**config.mk**
```make
export PLATFORM = sky130hd
export DESIGN_NAME = ex_mem_stage_flat
export DESIGN_NICKNAME = d
export VERILOG_FILES = /design/src/rtl/ex_pkg.sv /design/src/rtl/ex_mem_stage_if.sv /design/src/rtl/alu16.sv /design/src/rtl/ex_mem_stage.sv /design/src/flat_wrapper.sv
export SDC_FILE = /design/constraint.sdc
export NUM_CORES = 1
export LEC_CHECK = 0
export CAP_MARGIN = 20
export CELL_PAD_IN_SITES_DETAIL_PLACEMENT = 1
export CELL_PAD_IN_SITES_GLOBAL_PLACEMENT = 2
export CORE_UTILIZATION = 32
export DETAILED_ROUTE_END_ITERATION = 8
export PLACE_DENSITY = 0.9
export SLEW_MARGIN = 20
export SYNTH_ARGS = -nofsm -noshare
export SYNTH_HDL_FRONTEND = slang
export SYNTH_SLANG_ARGS = --single-unit
```
**constraint.sdc**
```tcl
create_clock -name CLK -period 12 [get_ports CLK]
set_input_delay 3.6 -clock CLK [delete_from_list [all_inputs] [get_ports CLK]]
set_output_delay 3.6 -clock CLK [all_outputs]
set_load 0.02 [all_outputs]
```
**src/rtl/ex_pkg.sv**
```systemverilog
// Shared encodings and the EX/MEM payload for the 16-bit execute stage.
package ex_pkg;

    localparam int unsigned DATA_W = 16;
    localparam int unsigned IDX_W  = 4;

    typedef enum logic [3:0] {
        ALU_ADD   = 4'd0,
        ALU_SUB   = 4'd1,
        ALU_AND   = 4'd2,
        ALU_OR    = 4'd3,
        ALU_XOR   = 4'd4,
        ALU_NOT   = 4'd5,
        ALU_SLL   = 4'd6,
        ALU_SRL   = 4'd7,
        ALU_SRA   = 4'd8,
        ALU_CMP   = 4'd9,
        ALU_SLT   = 4'd10,
        ALU_PASSA = 4'd11,
        ALU_PASSB = 4'd12
    } alu_op_e;

    typedef enum logic [1:0] {
        SRC1_FWD1 = 2'd0,
        SRC1_PC   = 2'd1,
        SRC1_ZERO = 2'd2,
        SRC1_FWD2 = 2'd3
    } src1_sel_e;

    typedef enum logic [1:0] {
        SRC2_FWD2 = 2'd0,
        SRC2_IMM  = 2'd1,
        SRC2_ONE  = 2'd2,
        SRC2_ZERO = 2'd3
    } src2_sel_e;

    typedef enum logic [1:0] {
        COND_ALWAYS = 2'd0,
        COND_EQZ    = 2'd1,
        COND_NEZ    = 2'd2,
        COND_NEVER  = 2'd3
    } br_cond_e;

    localparam logic [IDX_W-1:0] REG_T    = 4'd8;
    localparam logic [IDX_W-1:0] REG_SP   = 4'd9;
    localparam logic [IDX_W-1:0] REG_IH   = 4'd10;
    localparam logic [IDX_W-1:0] REG_RA   = 4'd11;
    localparam logic [IDX_W-1:0] REG_NONE = 4'd15;

    typedef struct packed {
        logic [DATA_W-1:0] alu_result;
        logic [DATA_W-1:0] store_data;
        logic [IDX_W-1:0]  dest_idx;
        logic              mem_read;
        logic              mem_write;
        logic              mem_to_reg;
        logic              reg_write;
    } exmem_t;

    localparam exmem_t EXMEM_BUBBLE = '{
        alu_result: '0,
        store_data: '0,
        dest_idx:   REG_NONE,
        mem_read:   1'b0,
        mem_write:  1'b0,
        mem_to_reg: 1'b0,
        reg_write:  1'b0
    };

    // A forwarding source matches only a real (non-15) index it is writing.
    function automatic logic fwd_hit(input logic [IDX_W-1:0] src,
                                     input logic [IDX_W-1:0] dest,
                                     input logic             we);
        return we && (src != REG_NONE) && (src == dest);
    endfunction

endpackage

```
**src/rtl/ex_mem_stage_if.sv**
```systemverilog
// ID/EX-side inputs, MEM/WB forwarding source and EX/MEM outputs of the execute stage.
interface ex_mem_stage_if #(
    parameter int unsigned WIDTH = 16,
    parameter int unsigned RIDX  = 4
);
    logic             STALL;
    logic             FLUSH;
    logic [WIDTH-1:0] pcIn;
    logic [WIDTH-1:0] data1In;
    logic [WIDTH-1:0] data2In;
    logic [WIDTH-1:0] immIn;
    logic [RIDX-1:0]  src1Idx;
    logic [RIDX-1:0]  src2Idx;
    logic [RIDX-1:0]  destIdxIn;
    logic [3:0]       aluOpIn;
    logic [1:0]       aluSrc1In;
    logic [1:0]       aluSrc2In;
    logic             branchIn;
    logic [1:0]       branchCondIn;
    logic             jumpIn;
    logic             rxToMemIn;
    logic             memReadIn;
    logic             memWriteIn;
    logic             memtoRegIn;
    logic             regWriteIn;
    logic             wbRegWrite;
    logic [RIDX-1:0]  wbDestIdx;
    logic [WIDTH-1:0] wbData;
    logic             redirect;
    logic [WIDTH-1:0] redirectTarget;
    logic [WIDTH-1:0] aluResultOut;
    logic [WIDTH-1:0] storeDataOut;
    logic [RIDX-1:0]  destIdxOut;
    logic             memReadOut;
    logic             memWriteOut;
    logic             memtoRegOut;
    logic             regWriteOut;

    modport master (
        output STALL, FLUSH, pcIn, data1In, data2In, immIn, src1Idx, src2Idx,
               destIdxIn, aluOpIn, aluSrc1In, aluSrc2In, branchIn, branchCondIn,
               jumpIn, rxToMemIn, memReadIn, memWriteIn, memtoRegIn, regWriteIn,
               wbRegWrite, wbDestIdx, wbData,
        input  redirect, redirectTarget, aluResultOut, storeDataOut, destIdxOut,
               memReadOut, memWriteOut, memtoRegOut, regWriteOut
    );

    modport slave (
        input  STALL, FLUSH, pcIn, data1In, data2In, immIn, src1Idx, src2Idx,
               destIdxIn, aluOpIn, aluSrc1In, aluSrc2In, branchIn, branchCondIn,
               jumpIn, rxToMemIn, memReadIn, memWriteIn, memtoRegIn, regWriteIn,
               wbRegWrite, wbDestIdx, wbData,
        output redirect, redirectTarget, aluResultOut, storeDataOut, destIdxOut,
               memReadOut, memWriteOut, memtoRegOut, regWriteOut
    );
endinterface

```
**src/rtl/alu16.sv**
```systemverilog
// Combinational ALU: A/B/op -> result, modulo 2^WIDTH.
module alu16
    import ex_pkg::*;
#(
    parameter int unsigned WIDTH = DATA_W
) (
    input  logic [WIDTH-1:0] a,
    input  logic [WIDTH-1:0] b,
    input  logic [3:0]       op,
    output logic [WIDTH-1:0] y
);
    logic [3:0] shamt;

    always_comb begin
        shamt = b[3:0];
        y     = '0;
        case (op)
            ALU_ADD:   y = a + b;
            ALU_SUB:   y = a - b;
            ALU_AND:   y = a & b;
            ALU_OR:    y = a | b;
            ALU_XOR:   y = a ^ b;
            ALU_NOT:   y = ~a;
            ALU_SLL:   y = a << shamt;
            ALU_SRL:   y = a >> shamt;
            ALU_SRA:   y = $unsigned($signed(a) >>> shamt);
            ALU_CMP:   y = WIDTH'(a != b);
            ALU_SLT:   y = WIDTH'($signed(a) < $signed(b));
            ALU_PASSA: y = a;
            ALU_PASSB: y = b;
            default:   y = '0;
        endcase
    end
endmodule

```
**src/rtl/ex_mem_stage.sv**
```systemverilog
// Execute stage: operand forwarding, ALU, branch/jump redirect, and the EX/MEM register.
module ex_mem_stage
    import ex_pkg::*;
#(
    parameter int unsigned WIDTH = DATA_W,
    parameter int unsigned RIDX  = IDX_W
) (
    input  logic         CLK,
    input  logic         RST_N,
    ex_mem_stage_if.slave bus
);
    exmem_t exmem_q;
    exmem_t exmem_d;

    logic [WIDTH-1:0] fwd1;
    logic [WIDTH-1:0] fwd2;
    logic [WIDTH-1:0] op_a;
    logic [WIDTH-1:0] op_b;
    logic [WIDTH-1:0] alu_y;
    logic             exmem_fwd_we;
    logic             cond_ok;
    logic             taken;

    // EX/MEM wins over MEM/WB; a load in EX/MEM never forwards (hazard unit bubbles).
    always_comb begin
        exmem_fwd_we = exmem_q.reg_write & ~exmem_q.mem_read;

        fwd1 = bus.data1In;
        if (fwd_hit(bus.src1Idx, exmem_q.dest_idx, exmem_fwd_we))
            fwd1 = exmem_q.alu_result;
        else if (fwd_hit(bus.src1Idx, bus.wbDestIdx, bus.wbRegWrite))
            fwd1 = bus.wbData;

        fwd2 = bus.data2In;
        if (fwd_hit(bus.src2Idx, exmem_q.dest_idx, exmem_fwd_we))
            fwd2 = exmem_q.alu_result;
        else if (fwd_hit(bus.src2Idx, bus.wbDestIdx, bus.wbRegWrite))
            fwd2 = bus.wbData;
    end

    always_comb begin
        op_a = fwd1;
        case (bus.aluSrc1In)
            SRC1_FWD1: op_a = fwd1;
            SRC1_PC:   op_a = bus.pcIn;
            SRC1_ZERO: op_a = '0;
            SRC1_FWD2: op_a = fwd2;
            default:   op_a = fwd1;
        endcase

        op_b = fwd2;
        case (bus.aluSrc2In)
            SRC2_FWD2: op_b = fwd2;
            SRC2_IMM:  op_b = bus.immIn;
            SRC2_ONE:  op_b = WIDTH'(1);
            SRC2_ZERO: op_b = '0;
            default:   op_b = fwd2;
        endcase
    end

    alu16 #(.WIDTH(WIDTH)) u_alu (
        .a  (op_a),
        .b  (op_b),
        .op (bus.aluOpIn),
        .y  (alu_y)
    );

    // Jump beats branch; a stalled instruction redirects on the cycle it finally advances.
    always_comb begin
        cond_ok = 1'b0;
        case (bus.branchCondIn)
            COND_ALWAYS: cond_ok = 1'b1;
            COND_EQZ:    cond_ok = (fwd1 == '0);
            COND_NEZ:    cond_ok = (fwd1 != '0);
            COND_NEVER:  cond_ok = 1'b0;
            default:     cond_ok = 1'b0;
        endcase
        taken              = bus.jumpIn | (bus.branchIn & cond_ok);
        bus.redirect       = taken & ~bus.STALL;
        bus.redirectTarget = bus.jumpIn ? fwd1 : (bus.pcIn + bus.immIn);
    end

    always_comb begin
        exmem_d = exmem_q;
        if (bus.STALL) begin
            exmem_d = exmem_q;
        end else if (bus.FLUSH) begin
            exmem_d = EXMEM_BUBBLE;
        end else begin
            exmem_d.alu_result = alu_y;
            exmem_d.store_data = bus.rxToMemIn ? fwd1 : fwd2;
            exmem_d.dest_idx   = bus.destIdxIn;
            exmem_d.mem_read   = bus.memReadIn;
            exmem_d.mem_write  = bus.memWriteIn;
            exmem_d.mem_to_reg = bus.memtoRegIn;
            exmem_d.reg_write  = bus.regWriteIn;
        end
    end

    always_ff @(posedge CLK or negedge RST_N) begin
        if (!RST_N) exmem_q <= EXMEM_BUBBLE;
        else        exmem_q <= exmem_d;
    end

    assign bus.aluResultOut = exmem_q.alu_result;
    assign bus.storeDataOut = exmem_q.store_data;
    assign bus.destIdxOut   = exmem_q.dest_idx;
    assign bus.memReadOut   = exmem_q.mem_read;
    assign bus.memWriteOut  = exmem_q.mem_write;
    assign bus.memtoRegOut  = exmem_q.mem_to_reg;
    assign bus.regWriteOut  = exmem_q.reg_write;

endmodule
```
**src/flat_wrapper.sv**
```systemverilog
// flat-port wrapper written by rule: the top's interface ports become plain ports
module ex_mem_stage_flat import ex_pkg::*;
#(
    parameter int unsigned WIDTH = DATA_W,
    parameter int unsigned RIDX  = IDX_W
)
  (CLK, RST_N, bus_STALL, bus_FLUSH, bus_pcIn, bus_data1In, bus_data2In, bus_immIn, bus_src1Idx, bus_src2Idx, bus_destIdxIn, bus_aluOpIn, bus_aluSrc1In, bus_aluSrc2In, bus_branchIn, bus_branchCondIn, bus_jumpIn, bus_rxToMemIn, bus_memReadIn, bus_memWriteIn, bus_memtoRegIn, bus_regWriteIn, bus_wbRegWrite, bus_wbDestIdx, bus_wbData, bus_redirect, bus_redirectTarget, bus_aluResultOut, bus_storeDataOut, bus_destIdxOut, bus_memReadOut, bus_memWriteOut, bus_memtoRegOut, bus_regWriteOut);
  ex_mem_stage_if #(.WIDTH(WIDTH), .RIDX(RIDX)) bus_i ();
  input  logic CLK;
  input  logic RST_N;
  input wire logic [$bits(bus_i.STALL)-1:0] bus_STALL;
  input wire logic [$bits(bus_i.FLUSH)-1:0] bus_FLUSH;
  input wire logic [$bits(bus_i.pcIn)-1:0] bus_pcIn;
  input wire logic [$bits(bus_i.data1In)-1:0] bus_data1In;
  input wire logic [$bits(bus_i.data2In)-1:0] bus_data2In;
  input wire logic [$bits(bus_i.immIn)-1:0] bus_immIn;
  input wire logic [$bits(bus_i.src1Idx)-1:0] bus_src1Idx;
  input wire logic [$bits(bus_i.src2Idx)-1:0] bus_src2Idx;
  input wire logic [$bits(bus_i.destIdxIn)-1:0] bus_destIdxIn;
  input wire logic [$bits(bus_i.aluOpIn)-1:0] bus_aluOpIn;
  input wire logic [$bits(bus_i.aluSrc1In)-1:0] bus_aluSrc1In;
  input wire logic [$bits(bus_i.aluSrc2In)-1:0] bus_aluSrc2In;
  input wire logic [$bits(bus_i.branchIn)-1:0] bus_branchIn;
  input wire logic [$bits(bus_i.branchCondIn)-1:0] bus_branchCondIn;
  input wire logic [$bits(bus_i.jumpIn)-1:0] bus_jumpIn;
  input wire logic [$bits(bus_i.rxToMemIn)-1:0] bus_rxToMemIn;
  input wire logic [$bits(bus_i.memReadIn)-1:0] bus_memReadIn;
  input wire logic [$bits(bus_i.memWriteIn)-1:0] bus_memWriteIn;
  input wire logic [$bits(bus_i.memtoRegIn)-1:0] bus_memtoRegIn;
  input wire logic [$bits(bus_i.regWriteIn)-1:0] bus_regWriteIn;
  input wire logic [$bits(bus_i.wbRegWrite)-1:0] bus_wbRegWrite;
  input wire logic [$bits(bus_i.wbDestIdx)-1:0] bus_wbDestIdx;
  input wire logic [$bits(bus_i.wbData)-1:0] bus_wbData;
  output wire logic [$bits(bus_i.redirect)-1:0] bus_redirect;
  output wire logic [$bits(bus_i.redirectTarget)-1:0] bus_redirectTarget;
  output wire logic [$bits(bus_i.aluResultOut)-1:0] bus_aluResultOut;
  output wire logic [$bits(bus_i.storeDataOut)-1:0] bus_storeDataOut;
  output wire logic [$bits(bus_i.destIdxOut)-1:0] bus_destIdxOut;
  output wire logic [$bits(bus_i.memReadOut)-1:0] bus_memReadOut;
  output wire logic [$bits(bus_i.memWriteOut)-1:0] bus_memWriteOut;
  output wire logic [$bits(bus_i.memtoRegOut)-1:0] bus_memtoRegOut;
  output wire logic [$bits(bus_i.regWriteOut)-1:0] bus_regWriteOut;
  assign bus_i.STALL = bus_STALL;
  assign bus_i.FLUSH = bus_FLUSH;
  assign bus_i.pcIn = bus_pcIn;
  assign bus_i.data1In = bus_data1In;
  assign bus_i.data2In = bus_data2In;
  assign bus_i.immIn = bus_immIn;
  assign bus_i.src1Idx = bus_src1Idx;
  assign bus_i.src2Idx = bus_src2Idx;
  assign bus_i.destIdxIn = bus_destIdxIn;
  assign bus_i.aluOpIn = bus_aluOpIn;
  assign bus_i.aluSrc1In = bus_aluSrc1In;
  assign bus_i.aluSrc2In = bus_aluSrc2In;
  assign bus_i.branchIn = bus_branchIn;
  assign bus_i.branchCondIn = bus_branchCondIn;
  assign bus_i.jumpIn = bus_jumpIn;
  assign bus_i.rxToMemIn = bus_rxToMemIn;
  assign bus_i.memReadIn = bus_memReadIn;
  assign bus_i.memWriteIn = bus_memWriteIn;
  assign bus_i.memtoRegIn = bus_memtoRegIn;
  assign bus_i.regWriteIn = bus_regWriteIn;
  assign bus_i.wbRegWrite = bus_wbRegWrite;
  assign bus_i.wbDestIdx = bus_wbDestIdx;
  assign bus_i.wbData = bus_wbData;
  assign bus_redirect = bus_i.redirect;
  assign bus_redirectTarget = bus_i.redirectTarget;
  assign bus_aluResultOut = bus_i.aluResultOut;
  assign bus_storeDataOut = bus_i.storeDataOut;
  assign bus_destIdxOut = bus_i.destIdxOut;
  assign bus_memReadOut = bus_i.memReadOut;
  assign bus_memWriteOut = bus_i.memWriteOut;
  assign bus_memtoRegOut = bus_i.memtoRegOut;
  assign bus_regWriteOut = bus_i.regWriteOut;
  ex_mem_stage #(.WIDTH(WIDTH), .RIDX(RIDX)) u_core (.CLK(CLK), .RST_N(RST_N), .bus(bus_i));
endmodule
```
==> results_dict.tcl <==
set metrics [dict create \
    synth_fp_nets 1489 \
    cts_setup_buffers 0 \
    finalSetupTns_ps 0 \
    clock_skew_ps 11.4 \
    vdd_drop_max_v 0.0000497 \
    ctsHoldBuffers 0 \
    num_io_pins 175 \
    leakagePower_uw 0.00437 \
    port_buffers 174 \
    synth-edff-count 0 \
    yosys_warnings 0 \
    antenna_found_initial 0 \
    grt_start_max_net_pins 41 \
    grt_pass1_vias 11400 \
    ant_nets 0 \
    dpl.hpwl_um 37400 \
    slew_violations 0 \
    syn_avg_cell_area_um2 7.01 \
    min_period_over_period_pct 93.0 \
    cp_data_required_time_ps 8400 \
    start_kind "primary input" \
    overflow 0 \
    max_cap_violations 0 \
    dpl-instance-area_um2 11000 \
    rsz0062_at_grt "no" \
    clkSlewWorstSetupHoldPaths_ps 70 \
    gp_congestion 0.983 \
    fin_cells 1783 \
    synthesis.area_um2 9100 \
    worstPathMaxFanout 3 \
    numCtsBuffers 5 \
    initial_core_util_pct 32.7 \
    root_buffer "clkbuf_16" \
    cp-end-kind "output port" \
    synth_cell_types 90 \
    vias 11400 \
    layout_setup_ws_ps 840 \
    grt_most_used_layer "met2" \
    synth_top_area_cell "dfrtp_1" \
    grt_util_met1_pct 42.4 \
    die_w_um 171 \
    htreeDepth 2 \
    fmax_mhz 89.6 \
    drt_iter0_markers 1134 \
    cp_data_arrival_time_ps 7560 \
    dieHeight_um 171 \
    tritoncts "done" \
    slew_headroom_pct 31.2 \
    clk_path_buf_depth 2 \
    avgViaCountPerCell 6.41 \
    synth_cells 1298 \
    synth_common_cells "nand2_1 (151), nor2_1 (95), o21ai_0 (93)" \
    grt_use_met3_pct 5.07 \
    grt_use_met2_pct 52.4 \
    drt-total-wl_um 47800 \
    crit_type "primary input to output port" \
    grt_usage_pct 32.6 \
    ys.flop_type "dfrtp_1" \
    ys_seq_elements 40 \
    antenna_cells 0 \
    netlist.area_leader.share_pct 9.90 \
    hold_class "flop to flop" \
    setup_viol_count_final 0 \
    seq_area_frac_synth_pct 11.1 \
    numClockSinks 40 \
    dr.pass1.iters 5 \
    power_density_nw_per_um2 82.3 \
    wl_per_cell_um 26.8 \
    cts-resized-gates 0 \
    final-hold-violation-count 0 \
    design_area_um2 11100 \
    grt_pass1_wl_um 71600 \
    outcome "finished clean" \
    total_power_uw 918 \
    syn_to_final_growth_pct 22.5 \
    yosysMostFrequentCell "nand2_1" \
    synthTopCellsByArea "dfrtp_1 (9.9%), ha_1 (9.6%), mux2i_1 (7.6%)" \
    synthArstFlopShare_pct 100 \
    period_minus_slack_ps 11160 \
    insertion_delay_ps 310 \
    dp.cells 1775 \
    place_ws_ps 873 \
    drc 0 \
    die_area_um2 29100 \
    rows 61 \
    tightest_slew_ps 1030 \
    reg2reg_setup_slack_ps 5680 \
    drive_gt1_share_pct 6.41 \
    layout.nets 1595 \
    core_um2 27900 \
]
[cells in the final DEF, fill, tap and decap left out, drive strengths merged, types with 12 or more instances in the layout]
cell           count
a21oi             91
a22oi             13
a311oi            25
a31oi             54
buf               20
clkdlybuf4s50    171
dfrtp             36
ha                70
inv               68
mux2i             72
nand2            153
nand2b            14
nand3             64
nor2              97
nor3              53
o211ai            23
o21ai             98
o22ai             12
o31ai             26
xnor2             28
[cells by family after synthesis]
kind of cell | synth area share [%]
fa+ha+maj | 10.3
simple gates | 23.8
xor+xnor | 3.27
flops | 11.1
buf+inv | 7.92
compound gates | 34.6
mux | 9.07
[through the flow]
stage               hold slack [ps]  util [%]
floorplan                       531         -
global placement                461      39.4
detailed placement              468      39.4
CTS                             489      40.0
global route                    505      40.0
finish                          483      40.0
[state kept, by name (all words and copies together), names as in the netlist]
register                 flops
u_core.bus.aluResultOut     16
u_core.bus.destIdxOut        4
u_core.bus.memReadOut        1
u_core.bus.memWriteOut       1
u_core.bus.memtoRegOut       1
u_core.bus.regWriteOut       1
u_core.bus.storeDataOut     16
[layout make-up]
type                            count  area (um^2)
Sequential cell                    40         1010
Fill cell                        3518        16700
Inverter                           67          254
Tap cell                          378          473
Clock buffer                        5          125
Multi-Input combinational cell   1099         7380
Timing Repair Buffer              191         1860
Clock inverter                      3         46.3
[worst max-delay path: stages]
cell and delay (ps):
clkdlybuf4s50_1 500, ha_1 180, inv_1 60, fa_1 400
nor2b_1 120, o21ai_0 100, a21boi_0 280, o21ai_0 160
a21boi_0 250, o21ai_0 180, a21oi_1 340, o311ai_0 240
a2111o_1 460, nand3_1 70, clkdlybuf4s50_1 600
[per-layer routing]
metal  routed length (um)  share of wire, %
met3                 4200               8.8
met2                21300                45
met4                 2260               4.7
met1                20000                42
met5                    0                 0
[worst paths after layout]
kind                       cells past startpoint                       start                     endpoint
max                                           15                 bus_pcIn[0]       bus_redirectTarget[14]
min                                            2  u_core.bus.storeDataOut[3]   u_core.bus.storeDataOut[3]
max reg2reg                                   18    u_core.bus.destIdxOut[2]  u_core.bus.aluResultOut[14]
min reg2reg                                    2  u_core.bus.storeDataOut[3]   u_core.bus.storeDataOut[3]
max in group asynchronous                      1                       RST_N   u_core.bus.aluResultOut[7]
min in group asynchronous                      1                       RST_N       u_core.bus.memWriteOut
[where the power goes]
group          switching [uW]  internal [uW]
registers                20.7            148
logic                     362            219
clock network            69.2           99.2
total                     452            466
Power figures use the tool's default switching activity.
